$ cat src/rtl/sram_arbiter.sv
// Two-port (Coco bus / SPI host) arbiter and fixed-timing sequencer for one 8-bit async SRAM.
// Define SRAM_ARB_RR_EN for round-robin tie-break; default is fixed Coco priority.
module sram_arbiter #(
  parameter int ACCESS_CYCLES = 4,
  parameter int ADDR_W        = 16
) (
  input  logic              clock_50,
  input  logic              reset,

  input  logic              coco_req,
  input  logic              coco_we,
  input  logic [ADDR_W-1:0] coco_addr,
  input  logic [7:0]        coco_wdata,
  output logic              coco_ack,
  output logic [7:0]        coco_rdata,

  input  logic              spi_req,
  input  logic              spi_we,
  input  logic [ADDR_W-1:0] spi_addr,
  input  logic [7:0]        spi_wdata,
  output logic              spi_ack,
  output logic [7:0]        spi_rdata,

  output logic [ADDR_W-1:0] sram_addrbus,
  output logic [7:0]        sram_dout,
  output logic              sram_drive,
  input  logic [7:0]        sram_din,
  output logic              sram_ce_n,
  output logic              sram_oe_n,
  output logic              sram_we_n,

  output logic              busy,
  output logic              owner
);

  typedef enum logic [1:0] {
    IDLE    = 2'd0,
    ACCESS  = 2'd1,
    RECOVER = 2'd2
  } state_t;

  localparam logic [2:0] CNT_LOAD = 3'(ACCESS_CYCLES - 1);

  state_t            state;
  logic [2:0]        cnt;
  logic [2:0]        cnt_dec;
  logic              lat_we;

  logic              grant_any;
  logic              grant_spi;
  logic              sel_we;
  logic [ADDR_W-1:0] sel_addr;
  logic [7:0]        sel_wdata;

`ifdef SRAM_ARB_RR_EN
  // 1 when SPI received the most recent grant; starts at SPI so Coco wins the first tie
  logic last_spi;

  always_comb begin
    grant_any = coco_req | spi_req;
    if (coco_req && spi_req) begin
      grant_spi = ~last_spi;
    end else begin
      grant_spi = spi_req;
    end
  end

  always_ff @(posedge clock_50 or negedge reset) begin
    if (!reset) begin
      last_spi <= 1'b1;
    end else if (state == IDLE && grant_any) begin
      last_spi <= grant_spi;
    end
  end
`else
  always_comb begin
    grant_any = coco_req | spi_req;
    grant_spi = spi_req & ~coco_req;
  end
`endif

  always_comb begin
    sel_we    = grant_spi ? spi_we    : coco_we;
    sel_addr  = grant_spi ? spi_addr  : coco_addr;
    sel_wdata = grant_spi ? spi_wdata : coco_wdata;
    cnt_dec   = cnt - 3'd1;
  end

  assign busy = (state != IDLE);

  // Strobes are registered for the cycle being entered, so they are computed from the next cnt value.
  always_ff @(posedge clock_50 or negedge reset) begin
    if (!reset) begin
      state        <= IDLE;
      cnt          <= 3'd0;
      lat_we       <= 1'b0;
      owner        <= 1'b0;
      coco_ack     <= 1'b0;
      spi_ack      <= 1'b0;
      coco_rdata   <= 8'h00;
      spi_rdata    <= 8'h00;
      sram_addrbus <= '0;
      sram_dout    <= 8'h00;
      sram_drive   <= 1'b0;
      sram_ce_n    <= 1'b1;
      sram_oe_n    <= 1'b1;
      sram_we_n    <= 1'b1;
    end else begin
      coco_ack <= 1'b0;
      spi_ack  <= 1'b0;
      case (state)
        IDLE: begin
          if (grant_any) begin
            state        <= ACCESS;
            cnt          <= CNT_LOAD;
            owner        <= grant_spi;
            lat_we       <= sel_we;
            sram_addrbus <= sel_addr;
            sram_dout    <= sel_wdata;
            sram_drive   <= sel_we;
            sram_ce_n    <= 1'b0;
            sram_oe_n    <= sel_we;
            sram_we_n    <= 1'b1;
          end
        end
        ACCESS: begin
          if (cnt == 3'd0) begin
            state      <= RECOVER;
            sram_ce_n  <= 1'b1;
            sram_oe_n  <= 1'b1;
            sram_we_n  <= 1'b1;
            sram_drive <= 1'b0;
            if (owner) begin
              spi_ack <= 1'b1;
              if (!lat_we) spi_rdata <= sram_din;
            end else begin
              coco_ack <= 1'b1;
              if (!lat_we) coco_rdata <= sram_din;
            end
          end else begin
            cnt       <= cnt_dec;
            sram_we_n <= ~(lat_we && (cnt_dec != 3'd0) && (cnt_dec < CNT_LOAD));
          end
        end
        RECOVER: begin
          state <= IDLE;
        end
        default: begin
          state <= IDLE;
        end
      endcase
    end
  end

endmodule

$ cat config.mk
export PLATFORM = sky130hd
export DESIGN_NAME = sram_arbiter
export DESIGN_NICKNAME = d
export VERILOG_FILES = /design/src/rtl/sram_arbiter.sv
export SDC_FILE = /design/constraint.sdc
export NUM_CORES = 1
export LEC_CHECK = 0
export BUFFER_PORTS_ARGS = -buffer_cell sky130_fd_sc_hd__buf_2
export CAP_MARGIN = 0
export CORE_ASPECT_RATIO = 2
export CORE_MARGIN = 5
export CORE_UTILIZATION = 39
export CTS_BUF_LIST = sky130_fd_sc_hd__clkbuf_16
export CTS_CLUSTER_DIAMETER = 200
export DETAILED_ROUTE_END_ITERATION = 12
export GPL_ROUTABILITY_DRIVEN = 1
export PLACE_DENSITY = 0.69
export RECOVER_POWER = 50
export SETUP_SLACK_MARGIN = 0.05
export SLEW_MARGIN = 15
export SYNTH_ARGS = -nofsm -noshare
export SYNTH_HDL_FRONTEND = slang
export SYNTH_SLANG_ARGS = --single-unit
$ cat constraint.sdc
create_clock -name clock_50 -period 2.4 [get_ports clock_50]
set_clock_uncertainty 0.1 [all_clocks]
set_input_delay 0.48 -clock clock_50 [delete_from_list [all_inputs] [get_ports clock_50]]
set_output_delay 0.48 -clock clock_50 [all_outputs]
set_load 0.005 [all_outputs]
Word-level counts from Yosys, hierarchy flattened
Cells that the tools add are included.
{"block": "totals", "regBits": 53, "latchBits": 0, "mem_bits_rw": 0, "romBits": 0, "in_bits": 62, "wordCells": 65, "memories": 0}
{"block": "op_classes", "n_addsub": 1, "n_mul": 0, "n_div": 0, "magnitude_cmp": 1, "n_eq_ne": 4, "shift": 0, "mux": 25, "n_bitwise": 6, "n_reduce_logical": 14}
{"op": "16-bit two-way mux", "count": 1}
{"op": "1-bit two-way mux", "count": 13}
{"op": "8-bit two-way mux", "count": 1}
{"op": "1-bit case mux with 2 select lines", "count": 4}
{"op": "4-bit AND reduction", "count": 2}
{"op": "3-bit two-way mux", "count": 2}
{"op": "2-bit != test, second input constant", "count": 3}
{"op": "3-bit case mux with 2 select lines", "count": 1}
{"op": "2-bit AND reduction", "count": 3}
{"op": "3-bit AND reduction", "count": 2}
{"op": "2-bit two-way mux", "count": 2}
{"op": "1-bit NOT", "count": 4}
{"op": "2-bit case mux with 2 select lines", "count": 1}
{"op": "2-bit nonzero test", "count": 2}
{"op": "3-bit zero test", "count": 1}
{"op": "3-bit by 2-bit less-than comparator with 1-bit output, second input constant", "count": 1}
{"op": "3-bit nonzero test", "count": 1}
{"op": "3-bit by 1-bit subtractor with 3-bit output, second input constant", "count": 1}
{"op": "2-bit by 1-bit == test with 1-bit output, second input constant", "count": 1}
{"op": "1-bit logical AND", "count": 2}
{"op": "2-bit zero test", "count": 1}
{"op": "1-bit bitwise AND", "count": 1}
{"op": "1-bit bitwise OR", "count": 1}

Depth between registers and ports, before layout
Gate-level depths: netlist of the first run.
{"block": "logic_depth", "word_depth": 7, "ltp_mapped": 7}

Worst setup path before layout of the first run
OpenSTA, ideal clock, no wires.
{"block": "synth_path", "path_type": "reg2reg", "start": "register cnt[0]", "end": "register spi_rdata[0]", "setup_time_ps": 125, "arrival_ps": 1376, "slack_ps": 799, "stages_incl_launch_ff": 8, "path_buffers": 0, "synth_period_minus_slack_ps": 1601, "cell_sequence": "dfrtp_1 > inv_1 > ha_1 > nor2b_4 > nand2_2 > inv_4 > nand3b_4 > mux2_2"}
{"block": "synth_via", "elab_chain_cells": 2}
{"item": "start, declared", "line": "45", "rtl": "logic [2:0] cnt;"}
{"item": "start signal, assigned", "line": "141", "rtl": "cnt <= cnt_dec;"}
{"item": "3-bit zero test", "line": "127", "rtl": "if (cnt == 3'd0) begin"}
{"item": "4-bit AND reduction (no line)"}
{"item": "end signal, assigned", "line": "135", "rtl": "if (!lat_we) spi_rdata <= sram_din;"}
{"item": "end, declared", "line": "22", "rtl": "output logic [7:0] spi_rdata,"}
No other way between the ends.
A chain may end at the register's enable or synchronous reset.

Worst setup path in the final report of the first run
{"block": "layout_path", "start": "register state[1]", "end": "output port busy"}
{"block": "layout_via", "elab_chain_cells": 1}
{"item": "start, declared", "line": "44", "rtl": "state_t state;"}
{"item": "start signal, assigned", "line": "94", "rtl": "state <= IDLE;"}
{"item": "start signal, assigned", "line": "114", "rtl": "state <= ACCESS;"}
{"item": "start signal, assigned", "line": "128", "rtl": "state <= RECOVER;"}
{"item": "2-bit nonzero test", "line": "89", "rtl": "assign busy = (state != IDLE);"}
{"item": "end, declared", "line": "32", "rtl": "output logic busy,"}
No other way between the ends.

==> results of run 1 <==
## final cells by class
| class | count | area share |
|---|---|---|
| clock buffer | 5 | 0.0396 |
| inverter | 4 | 0.00554 |
| timing repair buffer | 114 | 0.187 |
| clock inverter | 3 | 0.0206 |
| sequential | 53 | 0.421 |
| multi-input combinational | 126 | 0.302 |
| tap | 63 | 0.0249 |
## worst max-delay path by stage
stage          slack (ns)                       end            startpoint  cells past startpoint
4_1_cts              0.33                      busy  state[1]$_DFFE_PN0P_                      3
5_1_grt              0.14                      busy  state[1]$_DFFE_PN0P_                      3
3_3_place_gp         0.61  sram_dout[2]$_DFFE_PN0P_               spi_req                      5
3_5_place_dp         0.58  sram_dout[2]$_DFFE_PN0P_               spi_req                      5
6_report             0.25                      busy  state[1]$_DFFE_PN0P_                      3
2_1_floorplan        0.80  spi_rdata[0]$_DFFE_PN0P_    cnt[0]$_DFFE_PN0P_                      7
## flip-flops by register name (all words and copies together) (netlist names), 2 cells and up
| register | flops |
|---|---|
| state | 2 |
| sram_addrbus | 16 |
| sram_dout | 8 |
| coco_rdata | 8 |
| cnt | 3 |
| spi_rdata | 8 |
## cell families after synthesis
| group | after synthesis |
|---|---|
| multiplexers | 40 |
| flip-flops | 53 |
| AO/OA/AOI/OAI | 63 |
| adder cells (fa/ha/maj) | 3 |
| buffers and inverters | 14 |
| AND/OR/NAND/NOR | 20 |
## layout by cell type (no fill, tap or decap), types with 3 or more instances in the layout
cell	count
dfrtp_1	50
mux2_2	16
a21oi_1	3
ha_1	3
nor2_1	6
buf_4	3
dfstp_2	3
clkbuf_16	5
clkbuf_1	12
o21ai_0	48
mux2i_1	24
buf_2	95
## power groups by stage
stage,combinational (mW),sequential (mW),clock [mW]
floorplan,0.729,1.59,0
CTS,1.46,1.56,0.930
finish,1.39,1.55,0.908
global route,1.57,1.61,0.964
detailed placement,1.46,1.57,0
global placement,1.43,1.56,0
## per-layer routing
metal | wire length, um | up-vias | global-route usage
met4 | 245 | 0 | 0.0993
met3 | 282 | 14 | 0.0290
li1 | - | 911 | -
met1 | 2110 | 915 | 0.175
met5 | 0 | - | 0
met2 | 3380 | 62 | 0.294
## through the flow
stage                     utilization  hold slack, ns  power [mW]  setup slack [ns]  std cells
after floorplan                     -          0.0844        2.32             0.799        193
after global placement          0.504           0.385        2.99             0.607        360
after detailed placement        0.504           0.387        3.03             0.584        360
after CTS                       0.536          0.0949        3.95             0.334        368
after global routing            0.531           0.335        4.14             0.140        368
final                           0.531           0.333        3.84             0.252        368
## critical path: stages, from the launching register on
cell	delay [ns]
dfrtp_1	0.41
nor2_1	0.25
clkinv_1	0.37
buf_2	0.25
==> flow_metrics.env, run 1 <==
export IMPL_post_cts_resized=0
export IMPL_cp_max_fo=11
export IMPL_synth_compound_area_share=0.150
export IMPL_vias_per_cell=5.17
export IMPL_worstSetupStartpointType="register"
export IMPL_comb_power_share=0.361
export IMPL_die_h_um=120
export IMPL_die_x_um=65.0
export IMPL_hold_depth=2
export IMPL_sw_frac_of_total=0.322
export IMPL_drc_errors=0
export IMPL_synth_top_area_frac=0.531
export IMPL_seq_power_share=0.403
export IMPL_cts_setup_buffers=0
export IMPL_multi_input_area_um2=953
export IMPL_final_max_slew_viol_count=0
export IMPL_seqCellArea_um2=1330
export IMPL_r2r_setup_slack_ns=0.42
export IMPL_worstSetupEndpointType="output port"
export IMPL_tightest_slew_ns=1.34
export IMPL_synth_fa_ha_area_frac=0.0159
export IMPL_min_period_over_period=0.895
export IMPL_portBuffers=109
export IMPL_drive_gt1_frac=0.452
export IMPL_yosys_warnings=0
export IMPL_core_um2=5960
export IMPL_synth_area_leaders="dfrtp_1 (53%), o21ai_0 (10%), mux2i_1 (10%), mux2_2 (7.6%), dfstp_2 (3.3%)"
export IMPL_grt_pass1_wl_um=9770
export IMPL_ioPinCount=110
export IMPL_synthXorXnorAreaFrac=0
export IMPL_grtUsageTotal=0.165
export IMPL_ys_dominant_reg_cell="dfrtp_1"
export IMPL_synth_edf_count=0
export IMPL_overflow=0
export IMPL_synth_area_leader_cell="dfrtp_1"
export IMPL_ys_async_sr_fraction=1.00
export IMPL_synth_mux_area_frac=0.178
export IMPL_fmax_mhz=466
export IMPL_design_area_um2=3160
export IMPL_rsz0062_at_grt="no"
export IMPL_hold_class="primary input to register"
export IMPL_fin_tns_setup_ns=0
export IMPL_ys_seq_elements=53
export IMPL_period_needed_ns=2.15
export IMPL_drt_iter0_markers=39
export IMPL_route_vias_total=1902
export IMPL_hp_start="sram_din[4]"
export IMPL_start_util=0.396
export IMPL_relSlewSlack=0.109
export IMPL_die_area_um2=7800
export IMPL_drt_total_wl_um=6020
export IMPL_yosysMostFrequentCell="dfrtp_1"
export IMPL_fillers=563
export IMPL_dp_hpwl_um=4580
export IMPL_htree_levels=2
export IMPL_status="finished clean"
export IMPL_crit_type="register to output port"
export IMPL_cts_root_buf="clkbuf_16"
export IMPL_clkPwrFrac=0.236
export IMPL_syn2layout_area_growth_pct=34.0
export IMPL_place_gp_congestion=0.788
export IMPL_synthSimpleGateAreaFrac=0.0605
export IMPL_yosys_top_cells_count="dfrtp_1 (50), o21ai_0 (49), mux2i_1 (24)"
export IMPL_setup_viol=0
export IMPL_wl_per_cell_um=16.4
export IMPL_synth_top_family_by_area="multiplexers"
export IMPL_r2r_start="cnt[0]$_DFFE_PN0P_"
export IMPL_p_int_mw=2.61
export IMPL_p_sw_mw=1.24
export IMPL_worstPathArrival_ns=1.57
export IMPL_cap_violations=0
export IMPL_crit_required_ns=1.82
export IMPL_placementRows=40
export IMPL_post_dp_cell_area_um2=3000
export IMPL_grt_start_max_net_pins=31
export IMPL_power_density_nw_per_um2=1220
export IMPL_hold_viol_final=0
export IMPL_num_nets_final=369
export IMPL_grt_pass1_vias=2065
export IMPL_synth_area_per_cell_um2=12.2
export IMPL_cts_clk_slew_worst_paths_ns=0.07
export IMPL_ys_seq_area_frac=0.564
export IMPL_syn_nets=258
export IMPL_synth_cells=193
export IMPL_synth_area_um2=2360
export IMPL_r2r_cells=7
export IMPL_cts_buffers=5
export IMPL_diodes=0
export IMPL_cts_tree="yes"
export IMPL_antenna_found_initial=0
export IMPL_hold_end="spi_rdata[4]$_DFFE_PN0P_"
export IMPL_clkSinkCount=53
export IMPL_ys_types=37
export IMPL_ant_nets=0
export IMPL_hold_buffers=0
export IMPL_vdd_drop_max_v=0.000757
export IMPL_p_leak_nw=1.55
export IMPL_clk_latency_ns=0.29
export IMPL_drt_first_pass_iters=4
export IMPL_timing_rr_end="spi_rdata[5]$_DFFE_PN0P_"
export IMPL_clockBufferDepth=2
No activity file was read; power rests on OpenSTA's default activity.
==> run 2: changes to the inputs <==
--- a/config.mk
+++ b/config.mk
@@ -5,16 +5,17 @@
 export SDC_FILE = /design/constraint.sdc
 export NUM_CORES = 1
 export LEC_CHECK = 0
+export ABC_AREA = 1
 export BUFFER_PORTS_ARGS = -buffer_cell sky130_fd_sc_hd__buf_2
-export CAP_MARGIN = 0
-export CORE_ASPECT_RATIO = 2
+export CAP_MARGIN = 10
+export CORE_ASPECT_RATIO = 1.5
 export CORE_MARGIN = 5
 export CORE_UTILIZATION = 39
 export CTS_BUF_LIST = sky130_fd_sc_hd__clkbuf_16
 export CTS_CLUSTER_DIAMETER = 200
 export DETAILED_ROUTE_END_ITERATION = 12
 export GPL_ROUTABILITY_DRIVEN = 1
-export PLACE_DENSITY = 0.69
+export PLACE_DENSITY = 0.68
 export RECOVER_POWER = 50
 export SETUP_SLACK_MARGIN = 0.05
 export SLEW_MARGIN = 15
==> run 2 against run 1 <==
  * Register-to-register slack better by 0.33 ns
  * Largest cell class unchanged
  * Setup slack better by 0.50 ns
  * Critical endpoint is now coco_rdata[4]$_DFFE_PN0P_
  * Global-route usage down 0.95 points
  * First-iteration DRC count up 85%
==> flow_metrics.env, run 2 <==
export IMPL_overflow=0
export IMPL_path_buf_inv=1
export IMPL_largest_reg_flops=16
export IMPL_grt_pass1_wl_um=10100
export IMPL_synth_area_leader_cell="dfrtp_1"
export IMPL_hold_end="spi_rdata[4]$_DFFE_PN0P_"
export IMPL_ant_nets=0
export IMPL_drt_total_wl_um=6220
export IMPL_drc_errors=0
export IMPL_crit_chain="inv_1 -> ha_1 -> nand2_1 -> nor2_8 -> nand2_2 -> nand2_1 -> nand2_1"
export IMPL_synth_edf_count=0
export IMPL_start_util=0.394
export IMPL_slowest_delay_ns=0.40
export IMPL_synth_cells=326
export IMPL_drive_gt1_frac=0.282
export IMPL_rsz0062_at_grt="no"
export IMPL_timing_rr_end="coco_rdata[4]$_DFFE_PN0P_"
export IMPL_num_nets_final=497
export IMPL_slowest_stage="dfrtp_1"
export IMPL_place_gp_congestion=0.781
export IMPL_synth_area_per_cell_um2=7.79
export IMPL_finalPower_mw=3.74
export IMPL_syn2layout_area_growth_pct=28.4
export IMPL_die_x_um=75.9
export IMPL_syn_nets=391
export IMPL_ys_seq_area_frac=0.524
export IMPL_yosys_warnings=0
export IMPL_setup_viol=0
export IMPL_die_area_um2=8260
export IMPL_final_cell_mix="nand2_1 (171), buf_2 (95), dfrtp_1 (50)"
export IMPL_post_cts_resized=0
export IMPL_cpLargestDelayFamily="simple AND/OR/NAND/NOR gates"
export IMPL_p_leak_nw=1.92
export IMPL_hp_start="sram_din[4]"
export IMPL_r2r_setup_slack_ns=0.75
export IMPL_final_common_cell="nand2_1"
export IMPL_path_common_cell="nand2_1"
export IMPL_placementRows=36
export IMPL_cap_violations=0
export IMPL_hold_class="primary input to register"
export IMPL_cts_clk_slew_worst_paths_ns=0.07
export IMPL_status="finished clean"
export IMPL_ys_async_sr_fraction=1.00
export IMPL_vdd_drop_max_v=0.000440
export IMPL_clk_latency_ns=0.28
export IMPL_clkSinkCount=53
export IMPL_grt_start_max_net_pins=33
export IMPL_r2r_start="cnt[0]$_DFFE_PN0P_"
export IMPL_diodes=0
export IMPL_vias_per_cell=4.68
export IMPL_antenna_found_initial=0
export IMPL_cts_tree="yes"
export IMPL_ys_seq_elements=53
export IMPL_final_max_slew_viol_count=0
export IMPL_period_needed_ns=1.65
export IMPL_ioPinCount=110
export IMPL_r2r_cells=7
export IMPL_ys_types=18
export IMPL_cts_buffers=5
export IMPL_wl_per_cell_um=12.2
export IMPL_worstSetupStartpointType="register"
export IMPL_fmax_mhz=607
export IMPL_synth_area_um2=2540
export IMPL_cts_root_buf="clkbuf_16"
export IMPL_synth_top_area_frac=0.493
export IMPL_tightest_slew_ns=1.29
export IMPL_final_cells=508
export IMPL_synth_area_leaders="dfrtp_1 (49%), nand2_1 (25%), nand3_1 (8.9%), dfstp_2 (3.1%), nor2_1 (2.1%)"
export IMPL_power_density_nw_per_um2=1150
export IMPL_placed_cells=501
export IMPL_drt_iter0_markers=72
export IMPL_route_vias_total=2375
export IMPL_cp_max_fo=19
export IMPL_clockBufferDepth=2
export IMPL_grtUsageTotal=0.156
export IMPL_die_h_um=109
export IMPL_relSlewSlack=0.143
export IMPL_min_period_over_period=0.687
export IMPL_crit_type="register to register"
export IMPL_crit_required_ns=2.48
export IMPL_dp_hpwl_um=4880
export IMPL_ys_dominant_reg_cell="dfrtp_1"
export IMPL_fin_tns_setup_ns=0
export IMPL_drt_first_pass_iters=4
export IMPL_yosysMostFrequentCell="nand2_1"
export IMPL_htree_levels=2
export IMPL_hold_depth=3
export IMPL_core_um2=6440
export IMPL_cts_setup_buffers=0
export IMPL_yosys_top_cells_count="nand2_1 (170), dfrtp_1 (50), nand3_1 (45)"
export IMPL_grt_pass1_vias=2339
export IMPL_portBuffers=109
export IMPL_top_register="sram_addrbus"
export IMPL_worstSetupEndpointType="register"
export IMPL_worstPathArrival_ns=1.72
export IMPL_hold_buffers=0
export IMPL_hold_viol_final=0
## run 2: cell count changes after synthesis, moves of 5 or more
cell and delta:
nand2_1 +169, mux2i_1 -24, inv_1 +8, nand3_1 +45, mux2_2 -16, clkbuf_1 -7
buf_2 +6, nor2_1 +9, nand2_2 +5, o21ai_0 -47
## run 2: worst register-to-register path, stage by stage, from the launching register on
cell,delay (ns)
dfrtp_1,0.40
inv_1,0.12
ha_1,0.15
nand2_1,0.18
nor2_8,0.29
nand2_2,0.17
nand2_1,0.09
nand2_1,0.05
## run 2: how the worst max path moves through the flow
stage | start | to | slack (ns) | cells after the start
6_report | cnt[0]$_DFFE_PN0P_ | coco_rdata[4]$_DFFE_PN0P_ | 0.75 | 7
2_1_floorplan | cnt[0]$_DFFE_PN0P_ | coco_rdata[0]$_DFFE_PN0P_ | 1.05 | 7
5_1_grt | cnt[0]$_DFFE_PN0P_ | coco_rdata[1]$_DFFE_PN0P_ | 0.55 | 7
3_3_place_gp | coco_req | lat_we$_DFFE_PN0P_ | 0.72 | 7
4_1_cts | cnt[0]$_DFFE_PN0P_ | coco_rdata[4]$_DFFE_PN0P_ | 0.81 | 7
3_5_place_dp | coco_req | lat_we$_DFFE_PN0P_ | 0.68 | 7
## run 2: kinds of logic (layout without fill, tap and decap cells)
kind of cell	count (synthesis)	after routing	share of synthesized area
AOI/OAI and AO/OA	3	3	0.00591
adders and majority gates	3	3	0.0148
buffers and inverters	27	133	0.0586
DFF	53	53	0.524
and+or+nand+nor	240	240	0.397
## run 2: through the flow
stage                     hold WS [ns]  area [um2]  setup WS [ns]  utilization
after floorplan                 0.0844        2540           1.05            -
after global placement           0.349        3120          0.716        0.485
after detailed placement         0.353        3120          0.685        0.485
after CTS                       0.0872        3280          0.814        0.510
after global routing             0.369        3260          0.550        0.506
final                            0.349        3260          0.752        0.506
## run 2: power breakdown
group          switching [mW]  internal [mW]  total, mW
clock network           0.289          0.484      0.773
registers               0.239           1.32       1.55
logic                   0.854          0.558       1.41
total                    1.38           2.36       3.74
## run 2: layout make-up
cell class / instances / area (um2)
Clock buffer: 5 / 125
Fill cell: 648 / 3180
Clock inverter: 2 / 35.0
Timing Repair Buffer: 112 / 563
Sequential cell: 53 / 1330
Tap cell: 76 / 95.1
Multi-Input combinational cell: 246 / 1060
Inverter: 14 / 55.1
## run 2: metal layers
layer	routed length (um)	share of wire	track usage	vias to the layer above
met5	0	0	0	-
met4	101	0.016	0.0513	0
met3	547	0.088	0.0369	8
met2	3000	0.48	0.248	90
met1	2570	0.41	0.205	1060
li1	-	-	-	1217
==> run 3: changes to the inputs <==
==> constraint.sdc (replaced) <==
create_clock -name clock_50 -period 1.7 [get_ports clock_50]
set_clock_uncertainty 0.1 [all_clocks]
set_input_delay 0.34 -clock clock_50 [delete_from_list [all_inputs] [get_ports clock_50]]
set_output_delay 0.34 -clock clock_50 [all_outputs]
set_load 0.005 [all_outputs]
==> run 3 against run 2 <==
  * First-iteration DRC count increased by 68%
  * Maximum frequency increased by 7.7%
  * Count of clock-buffer cells in the layout unchanged
  * Flip-flop and latch count unchanged
  * Setup slack got worse by 0.58 ns
  * Design area increased by 0.77%
  * Hold slack got worse by 0.14 ns
  * Critical path depth unchanged
  * Critical path type unchanged
  * Largest power group unchanged
  * Die area unchanged
  * Via count increased by 1.2%
  * Combinational power increased by 44%
  * Core utilization increased by 0.39 points
==> flow_metrics.env, run 3 (synthesized netlist as in run 2, its figures left out) <==
export IMPL_status="finished clean"
export IMPL_vias_per_cell=4.66
export IMPL_drt_total_wl_um=6540
export IMPL_drt_iter0_markers=121
export IMPL_finalPower_mw=5.22
export IMPL_r2r_setup_slack_ns=0.17
export IMPL_num_nets_final=504
export IMPL_final_cell_mix="nand2_1 (170), buf_2 (89), dfrtp_1 (50)"
export IMPL_hold_class="primary input to register"
export IMPL_htree_levels=2
export IMPL_p_leak_nw=1.91
export IMPL_portBuffers=109
export IMPL_vdd_drop_max_v=0.000601
export IMPL_overflow=0
export IMPL_wl_per_cell_um=12.7
export IMPL_seq_power_share=0.420
export IMPL_start_util=0.394
export IMPL_power_density_nw_per_um2=1590
export IMPL_core_um2=6440
export IMPL_ioPinCount=110
export IMPL_diodes=0
export IMPL_die_h_um=109
export IMPL_p_int_mw=3.22
export IMPL_clkSinkCount=53
export IMPL_cp_max_fo=11
export IMPL_worstSetupStartpointType="register"
export IMPL_whs_ns=0.207
export IMPL_final_util=0.510
export IMPL_route_vias_total=2403
export IMPL_hold_viol_final=0
export IMPL_clockBufferDepth=2
export IMPL_dp_hpwl_um=4910
export IMPL_comb_power_share=0.389
export IMPL_crit_chain="inv_1 -> ha_1 -> nand2_2 -> nor2_8 -> buf_4 -> nand3_1 -> nand2_1"
export IMPL_sw_frac_of_total=0.384
export IMPL_fmax_mhz=653
export IMPL_cap_violations=0
export IMPL_grtUsageTotal=0.155
export IMPL_drc_errors=0
export IMPL_cpLargestDelayFamily="simple AND/OR/NAND/NOR gates"
export IMPL_clkPwrFrac=0.191
export IMPL_worstSetupEndpointType="register"
export IMPL_cts_root_buf="clkbuf_16"
export IMPL_grt_start_max_net_pins=54
export IMPL_syn2layout_area_growth_pct=29.4
export IMPL_die_x_um=75.9
export IMPL_rsz0062_at_grt="no"
export IMPL_path_buf_inv=2
export IMPL_p_sw_mw=2.01
export IMPL_setup_viol=0
export IMPL_clk_latency_ns=0.29
export IMPL_drt_first_pass_iters=6
export IMPL_place_gp_congestion=0.866
export IMPL_die_area_um2=8260
export IMPL_placementRows=36
export IMPL_cts_buffers=5
export IMPL_period_needed_ns=1.53
export IMPL_ant_nets=0
export IMPL_fin_tns_setup_ns=0
export IMPL_top_register="sram_addrbus"
export IMPL_final_common_cell="nand2_1"
export IMPL_final_max_slew_viol_count=0
export IMPL_relSlewSlack=0.509
export IMPL_slowest_stage="dfrtp_1"
export IMPL_grt_pass1_vias=2245
export IMPL_grt_pass1_wl_um=9990
export IMPL_crit_required_ns=1.82
export IMPL_slowest_delay_ns=0.40
export IMPL_crit_type="register to register"
export IMPL_cts_clk_slew_worst_paths_ns=0.07
export IMPL_drive_gt1_frac=0.282
export IMPL_min_period_over_period=0.900
export IMPL_worstPathArrival_ns=1.65
export IMPL_cts_tree="yes"
export IMPL_tightest_slew_ns=0.736
export IMPL_largest_reg_flops=16
export IMPL_antenna_found_initial=0
[run 3: cell types whose count changed in the layout (fill, tap and decap cells not counted)]
cell           change
clkbuf_4           +1
clkinvlp_4         +3
buf_4              +6
dlygate4sd3_1      +1
nand2_2            +1
clkbuf_1           +6
clkinv_2           -1
bufinv_16          -1
buf_12             -1
nand2_1            -1
buf_2              -6
[run 3: what timing repair did]
item | in CTS | in global routing
hold buffers | 1 | 0
endpoints found under the setup margin | 0 | 8
buffers inserted | 0 | 4
endpoints found under the hold margin | 50 | 0
resized for setup | 0 | 0
[run 3: layer usage]
metal	part of all wire	vias to the layer above	GRT usage
met3	0.094	10	0.0397
li1	-	1230	-
met1	0.41	1057	0.199
met5	0	-	0
met2	0.48	106	0.255
met4	0.015	0	0.0450
[run 3: power by group through the flow]
| stage | logic [mW] | clock network, mW | registers, mW |
|---|---|---|---|
| finish | 2.03 | 0.999 | 2.19 |
| global route | 2.34 | 1.07 | 2.27 |
| CTS | 2.09 | 1.03 | 2.19 |
| detailed placement | 2.10 | 0 | 2.19 |
| global placement | 2.03 | 0 | 2.20 |
| floorplan | 1.21 | 0 | 2.22 |
[run 3: layout make-up]
class	count	area, um2
Fill cell	604	3150
Sequential cell	53	1330
Multi-Input combinational cell	246	1060
Timing Repair Buffer	119	598
Clock buffer	5	125
Tap cell	76	95.1
Inverter	14	55.1
Clock inverter	3	22.5
[run 3: stage by stage]
stage / std cells / cell area (um2) / setup slack (ns)
global route: 516 / 3290 / 0.0589
detailed placement: 503 / 3140 / 0.137
CTS: 512 / 3290 / 0.123
finish: 516 / 3290 / 0.170
global placement: 503 / 3140 / 0.203
floorplan: 326 / 2540 / 0.347
[run 3: tightest hold or removal path: stages]
cell and delay (ns):
buf_2 0.10, nand3_1 0.07, nand2_1 0.06
[run 3: final timing paths]
kind	start	end	cells after the start
max	cnt[0]$_DFFE_PN0P_	coco_rdata[0]$_DFFE_PN0P_	7
min	sram_din[4]	spi_rdata[4]$_DFFE_PN0P_	3
max reg2reg	cnt[0]$_DFFE_PN0P_	coco_rdata[0]$_DFFE_PN0P_	7
min reg2reg	sram_ce_n$_DFFE_PN1P_	sram_ce_n$_DFFE_PN1P_	2
max in group asynchronous	reset	coco_rdata[6]$_DFFE_PN0P_	3
min in group asynchronous	reset	spi_rdata[5]$_DFFE_PN0P_	3
